<file path="src/rtl/arb_pkg.sv">
// Shared types and defaults for the instruction/data memory port arbiter.
package arb_pkg;

  localparam int ARB_ADDR_WIDTH = 32;
  localparam int ARB_DATA_WIDTH = 32;
  localparam int ARB_TIMEOUT    = 255;
  localparam int CNT_WIDTH      = 8;

  typedef enum logic [1:0] {
    IDLE  = 2'd0,
    INSTR = 2'd1,
    DATA  = 2'd2
  } arb_state_t;

endpackage

</file>
<file path="src/rtl/mem_port_arbiter_wait_counter.sv">
// Wait-cycle counter: counts cycles spent waiting for the memory and flags
// when the count equals the programmed limit. Holds at the limit.
module wait_counter
  import arb_pkg::*;
#(
  parameter int WIDTH = CNT_WIDTH
) (
  input  logic             clk,
  input  logic             rst,
  input  logic             clear,
  input  logic             enable,
  input  logic [WIDTH-1:0] limit,
  output logic             expired
);

  logic [WIDTH-1:0] count_reg;

  assign expired = (count_reg == limit);

  // Clear on a new transaction, otherwise count waiting cycles up to the limit.
  always_ff @(posedge clk) begin
    if (rst || clear) begin
      count_reg <= '0;
    end else if (enable && !expired) begin
      count_reg <= count_reg + 1'b1;
    end
  end

endmodule

</file>
<file path="src/rtl/mem_port_arbiter.sv">
// Arbitrates one single-port memory between the fetch stage and the memory
// stage. Data accesses win over fetches; each access is held on the memory
// bus until MemReady or until the wait counter times out.
module mem_port_arbiter
  import arb_pkg::*;
#(
  parameter int ADDR_WIDTH = ARB_ADDR_WIDTH,
  parameter int DATA_WIDTH = ARB_DATA_WIDTH,
  parameter int TIMEOUT    = ARB_TIMEOUT
) (
  input  logic                  clk,
  input  logic                  rst,
  input  logic                  InstrReqF,
  input  logic [ADDR_WIDTH-1:0] InstrAddrF,
  input  logic                  FetchKill,
  input  logic                  MemReqM,
  input  logic                  MemWriteM,
  input  logic [ADDR_WIDTH-1:0] DataAddrM,
  input  logic [DATA_WIDTH-1:0] WriteDataM,
  output logic                  MemReq,
  output logic                  MemWE,
  output logic [ADDR_WIDTH-1:0] MemAddr,
  output logic [DATA_WIDTH-1:0] MemWData,
  input  logic                  MemReady,
  input  logic [DATA_WIDTH-1:0] MemRData,
  output logic [DATA_WIDTH-1:0] InstrF,
  output logic                  InstrValidF,
  output logic [DATA_WIDTH-1:0] ReadDataM,
  output logic                  DataDoneM,
  output logic                  StallArbF,
  output logic                  StallArbM,
  output logic                  BusError
);

  localparam logic [CNT_WIDTH-1:0] LIMIT = CNT_WIDTH'(TIMEOUT);

  arb_state_t            state_reg;
  logic                  kill_reg;
  logic                  mem_req_reg;
  logic                  mem_we_reg;
  logic [ADDR_WIDTH-1:0] mem_addr_reg;
  logic [DATA_WIDTH-1:0] mem_wdata_reg;
  logic [DATA_WIDTH-1:0] instr_reg;
  logic [DATA_WIDTH-1:0] rdata_reg;
  logic                  valid_reg;
  logic                  done_reg;
  logic                  bus_err_reg;

  logic take_data;
  logic take_instr;
  logic timed_out;

  // A request whose done/valid pulse is showing this cycle is the one just
  // served (the pipeline only advances at the end of the pulse cycle), so it
  // is not accepted a second time.
  assign take_data  = (state_reg == IDLE) && MemReqM && !done_reg;
  assign take_instr = (state_reg == IDLE) && !take_data && InstrReqF && !valid_reg;

  wait_counter #(.WIDTH(CNT_WIDTH)) u_wait_counter (
    .clk     (clk),
    .rst     (rst),
    .clear   (take_data || take_instr),
    .enable  ((state_reg != IDLE) && !MemReady),
    .limit   (LIMIT),
    .expired (timed_out)
  );

  // Arbitration FSM with registered memory-side and pipeline-side outputs.
  always_ff @(posedge clk) begin
    if (rst) begin
      state_reg     <= IDLE;
      kill_reg      <= 1'b0;
      mem_req_reg   <= 1'b0;
      mem_we_reg    <= 1'b0;
      mem_addr_reg  <= '0;
      mem_wdata_reg <= '0;
      instr_reg     <= '0;
      rdata_reg     <= '0;
      valid_reg     <= 1'b0;
      done_reg      <= 1'b0;
      bus_err_reg   <= 1'b0;
    end else begin
      valid_reg <= 1'b0;
      done_reg  <= 1'b0;
      unique case (state_reg)
        IDLE: begin
          kill_reg <= 1'b0;
          if (take_data) begin
            state_reg     <= DATA;
            mem_req_reg   <= 1'b1;
            mem_we_reg    <= MemWriteM;
            mem_addr_reg  <= DataAddrM;
            mem_wdata_reg <= WriteDataM;
          end else if (take_instr) begin
            state_reg    <= INSTR;
            mem_req_reg  <= 1'b1;
            mem_we_reg   <= 1'b0;
            mem_addr_reg <= InstrAddrF;
            kill_reg     <= FetchKill;
          end
        end
        INSTR: begin
          if (FetchKill) begin
            kill_reg <= 1'b1;
          end
          if (MemReady) begin
            // A redirect arriving with the data also discards it.
            instr_reg   <= MemRData;
            valid_reg   <= !(kill_reg || FetchKill);
            state_reg   <= IDLE;
            mem_req_reg <= 1'b0;
            kill_reg    <= 1'b0;
          end else if (timed_out) begin
            bus_err_reg <= 1'b1;
            state_reg   <= IDLE;
            mem_req_reg <= 1'b0;
            kill_reg    <= 1'b0;
          end
        end
        DATA: begin
          if (MemReady) begin
            if (!mem_we_reg) begin
              rdata_reg <= MemRData;
            end
            done_reg    <= 1'b1;
            state_reg   <= IDLE;
            mem_req_reg <= 1'b0;
            mem_we_reg  <= 1'b0;
          end else if (timed_out) begin
            bus_err_reg <= 1'b1;
            state_reg   <= IDLE;
            mem_req_reg <= 1'b0;
            mem_we_reg  <= 1'b0;
          end
        end
        default: begin
          state_reg   <= IDLE;
          mem_req_reg <= 1'b0;
          mem_we_reg  <= 1'b0;
        end
      endcase
    end
  end

  assign MemReq      = mem_req_reg;
  assign MemWE       = mem_we_reg;
  assign MemAddr     = mem_addr_reg;
  assign MemWData    = mem_wdata_reg;
  assign InstrF      = instr_reg;
  assign InstrValidF = valid_reg;
  assign ReadDataM   = rdata_reg;
  assign DataDoneM   = done_reg;
  assign BusError    = bus_err_reg;

  assign StallArbM = MemReqM && !done_reg;
  assign StallArbF = (InstrReqF && !valid_reg) || StallArbM;

endmodule

</file>
<file path="config.mk">
export PLATFORM = sky130hd
export DESIGN_NAME = mem_port_arbiter
export DESIGN_NICKNAME = d
export VERILOG_FILES = /design/src/rtl/arb_pkg.sv /design/src/rtl/mem_port_arbiter_wait_counter.sv /design/src/rtl/mem_port_arbiter.sv
export SDC_FILE = /design/constraint.sdc
export NUM_CORES = 1
export LEC_CHECK = 0
export CORE_MARGIN = 3
export CORE_UTILIZATION = 44
export CTS_BUF_LIST = sky130_fd_sc_hd__clkbuf_16
export CTS_CLUSTER_DIAMETER = 50
export CTS_CLUSTER_SIZE = 24
export DETAILED_ROUTE_END_ITERATION = 6
export PLACE_DENSITY = 0.95
export SKIP_CTS_REPAIR_TIMING = 1
export SLEW_MARGIN = 20
export SYNTH_ARGS = -nofsm -noshare
export SYNTH_HDL_FRONTEND = slang
export SYNTH_SLANG_ARGS = --single-unit
</file>
<file path="constraint.sdc">
create_clock -name clk -period 3.7 [get_ports clk]
set_input_delay 0.37 -clock clk [delete_from_list [all_inputs] [get_ports clk]]
set_output_delay 0.37 -clock clk [all_outputs]
set_load 0.02 [all_outputs]
</file>
==> summary.md <==
| Metric | Value |
|---|---|
| Outcome | `finished clean` |
| FF+latch count, synth | `144` |
| Syn nets | `about 800` |
| Final Hold Violating Endpoints | `0` |
| Worst clock skew | `0.00919 ns` |
| Max Root-Sink Buffers | `2` |
| Clock transition at the registers of the reported paths | `approximately 0.05 ns` |
| Place WS | `roughly 1.3 ns` |
| Worst hold slack across all endpoints | `about 0.44 ns` |
| Worst hold path type | `reg -> reg` |
| Average wire per standard cell | `16.1 um` |
| CP Max Fanout | `32` |
| Post-Route Setup TNS | `0 ns` |
| Later-pin clock latency in the skew report | `between 0.4 and 0.5 ns` |
| Vias in the first global route | `roughly 5.6k` |
| Slew Viols, Final | `0` |
| Synth Warn # | `0` |
| Number of antenna violations at the first check in global routing | `0` |
| VDD IR max | `0.423 mV` |
| Setup crit end kind | `register` |
| R2r endpoint | `MemAddr[8]` |
| Share of flip-flops with an asynchronous set or reset after synthesis | `0%` |
| Final weighted congestion of routability-driven global placement | `0.849` |
| Via count | `5477` |
| Wire length of the first global-routing pass | `approximately 28000 um` |
| Pwr Total | `roughly 4 mW` |
| Endpoint of the most critical setup path | `MemAddr[8]` |
| Number of cells on the worst hold path | `1` |
| Mapped cell area | `between 5000 and 6000 um2` |
| GRT Resource Usage Total | `between 20% and 30%` |
| NumNets Final | `roughly 1.0k` |
| Setup repair after global routing missed its margin | `no` |
| Post-Syn Area per Cell | `8.56 um2` |
| Critical path origin | `state_reg[0]` |
| Chip Height | `about 120 um` |
| Critical path class | `reg -> reg` |
| TritonCTS clock tree | `yes` |
| Most common library cell in the layout ignoring fill and taps | `clkdlybuf4s50_1` |
| Number of search-and-repair iterations in the first detailed-routing pass | `6` |
| Largest net degree at the start of global routing | `between 80 and 90` |
| Port buffer count | `roughly 270` |
| FP Rows | `40` |
| Number of enable-type register cells in the synthesized netlist | `0` |
| Die Footprint | `~14000 um2` |
| Count of H-tree levels built during CTS | `4` |
| Min Tclk post-route | `2.24 ns` |
| Category of the worst setup path launch point | `register` |
| CTS Buf Count | `17` |
| Leftover overflow at the end of global routing | `0` |
| Worst max-slew margin expressed relative to the limit | `about half` |
| Sequential area share after synthesis | `51.0%` |
| Relative area change from synthesis to final layout | `57.8%` |
| Commonest non-fill, non-tap cells in the layout | `clkdlybuf4s50_1, nand2_1, dfxtp_1` |
| DRC violation count after routing | `0` |
| Critical path arrival | `between 2 and 3 ns` |
| Max Fclk | `447 MHz` |
| Cells along the critical path | `inv_1, ha_1, inv_4, nor3_4, buf_4, mux2i_1, a211oi_1` |
| Number of standard cells after synthesis | `between 600 and 700` |
| Number of I/O pins | `270` |
| Antenna viol nets, final | `0` |
| Fraction of layout cells with a size suffix above 1 | `between 5 and 6%` |
| Dominant register cell in the synthesized netlist | `dfxtp_1` |
| Diodes inserted | `0` |
| Starting Density | `a little under half` |
| Total core area | `approximately 12000 um2` |
| Routed wire length | `between 15000 and 20000 um` |
| Slowest Stage Delay on Critical Path | `approximately 0.50 ns` |
| Width of the die | `roughly 120 um` |
| Power density of the placed cells | `around 460 nW/um2` |
| Count of final setup violators | `0` |
| Static leakage | `approximately 3.2 nW` |
| Number of max-cap violations | `0` |
| CTS Root Buffer Type | `clkbuf_16` |
| Final worst-path cycle share | `60.5%` |
| Filler cell count in the final layout | `slightly below 900` |
| Distinct cells, synth | `46` |
| Worst path required time | `between 4 and 5 ns` |
| Half-perimeter wire length after placement | `about 12000 um` |
| Vias per cell | `5.05` |
| Setup slack of the most critical reg-to-reg path | `about 1.5 ns` |
| Master of the slowest instance on the critical path | `buf_4` |
| Clock Sinks | `roughly 140` |
| First DRT Iteration DRCs | `335` |
| Worst-case setup margin in the final layout | `approximately 1.5 ns` |
| Launch point of the worst reg-to-reg path | `state_reg[0]` |
| Tightest Pin Transition | `approximately 0.75 ns` |
| Number of cell instances on the worst register-to-register path | `7` |
==> worst max-delay path: cells and delay by family, from the launching register on <==
family | cells | cell delay (ns)
compound gates | 1 | 0.29
fa+ha+maj | 1 | 0.43
buf+inv | 3 | 0.69
flops | 1 | 0.31
mux | 1 | 0.17
simple gates | 1 | 0.23
==> cell usage after synthesis (2+ instances only) <==
master	count	share of area [%]
clkbuf_1	36	2.4
nor2_1	44	2.9
nand2b_1	4	0.44
and2_1	2	0.22
nor2b_1	2	0.22
nand3_1	2	0.18
a2111oi_4	2	0.97
dfxtp_1	144	51
buf_2	6	0.53
buf_12	3	1.1
buf_6	2	0.40
a21oi_1	102	9.0
a2111oi_2	2	0.53
ha_1	4	0.89
or2_2	2	0.22
o21ai_0	3	0.27
mux2i_1	33	5.8
inv_1	3	0.20
xnor2_1	5	0.78
buf_1	2	0.13
a211oi_1	34	4.5
nand2_1	199	13
==> through the flow <==
step	utilization (%)	cell area, um2	cells
after detailed placement	68.3	8380	1054
after floorplan	-	5650	660
after global placement	68.3	8380	1054
after global routing	72.7	8910	1085
final	72.7	8910	1085
after CTS	72.7	8910	1085
==> cell families after synthesis <==
group / synth area share (%)
buf+inv: 5.03
xor+xnor: 0.775
mux: 5.85
compound gates: 17.1
fa+ha+maj: 0.886
simple gates: 19.4
flops: 51.0
==> per-layer routing <==
| layer | wire length, um | part of all wire, % | vias to the layer above | global-route usage, % |
|---|---|---|---|---|
| met2 | 9130 | 52 | 197 | 43.4 |
| met3 | 1280 | 7.3 | 36 | 7.98 |
| met1 | 6610 | 38 | 2543 | 25.7 |
| met4 | 446 | 2.6 | 0 | 9.59 |
| met5 | 0 | 0 | - | 0 |
| li1 | - | - | 2701 | - |
==> worst min path at each step <==
stage,startpoint,endpoint,slack (ns)
floorplan,kill_reg,InstrValidF,0.39
global placement,kill_reg,InstrValidF,0.41
detailed placement,kill_reg,InstrValidF,0.41
CTS,kill_reg,InstrValidF,0.45
global route,MemWData[0],MemWData[0],0.47
finish,kill_reg,InstrValidF,0.44
==> power by group <==
group / leakage [nW] / internal (mW) / switching, mW / total, mW
Sequential: 1.18 / 1.66 / 0.0571 / 1.71
Clock: 0.280 / 0.962 / 0.601 / 1.56
Combinational: 1.70 / 0.410 / 0.431 / 0.841
==> layout make-up <==
class / count / area, um2 / area share [%]
clock buffer: 17 / 425 / 4.77
sequential: 144 / 2880 / 32.3
timing repair buffer: 276 / 2770 / 31.0
clock inverter: 14 / 111 / 1.25
tap: 168 / 210 / 2.36
multi-input combinational: 461 / 2500 / 28.0
inverter: 5 / 21.3 / 0.239
Power figures use the tool's default switching activity.
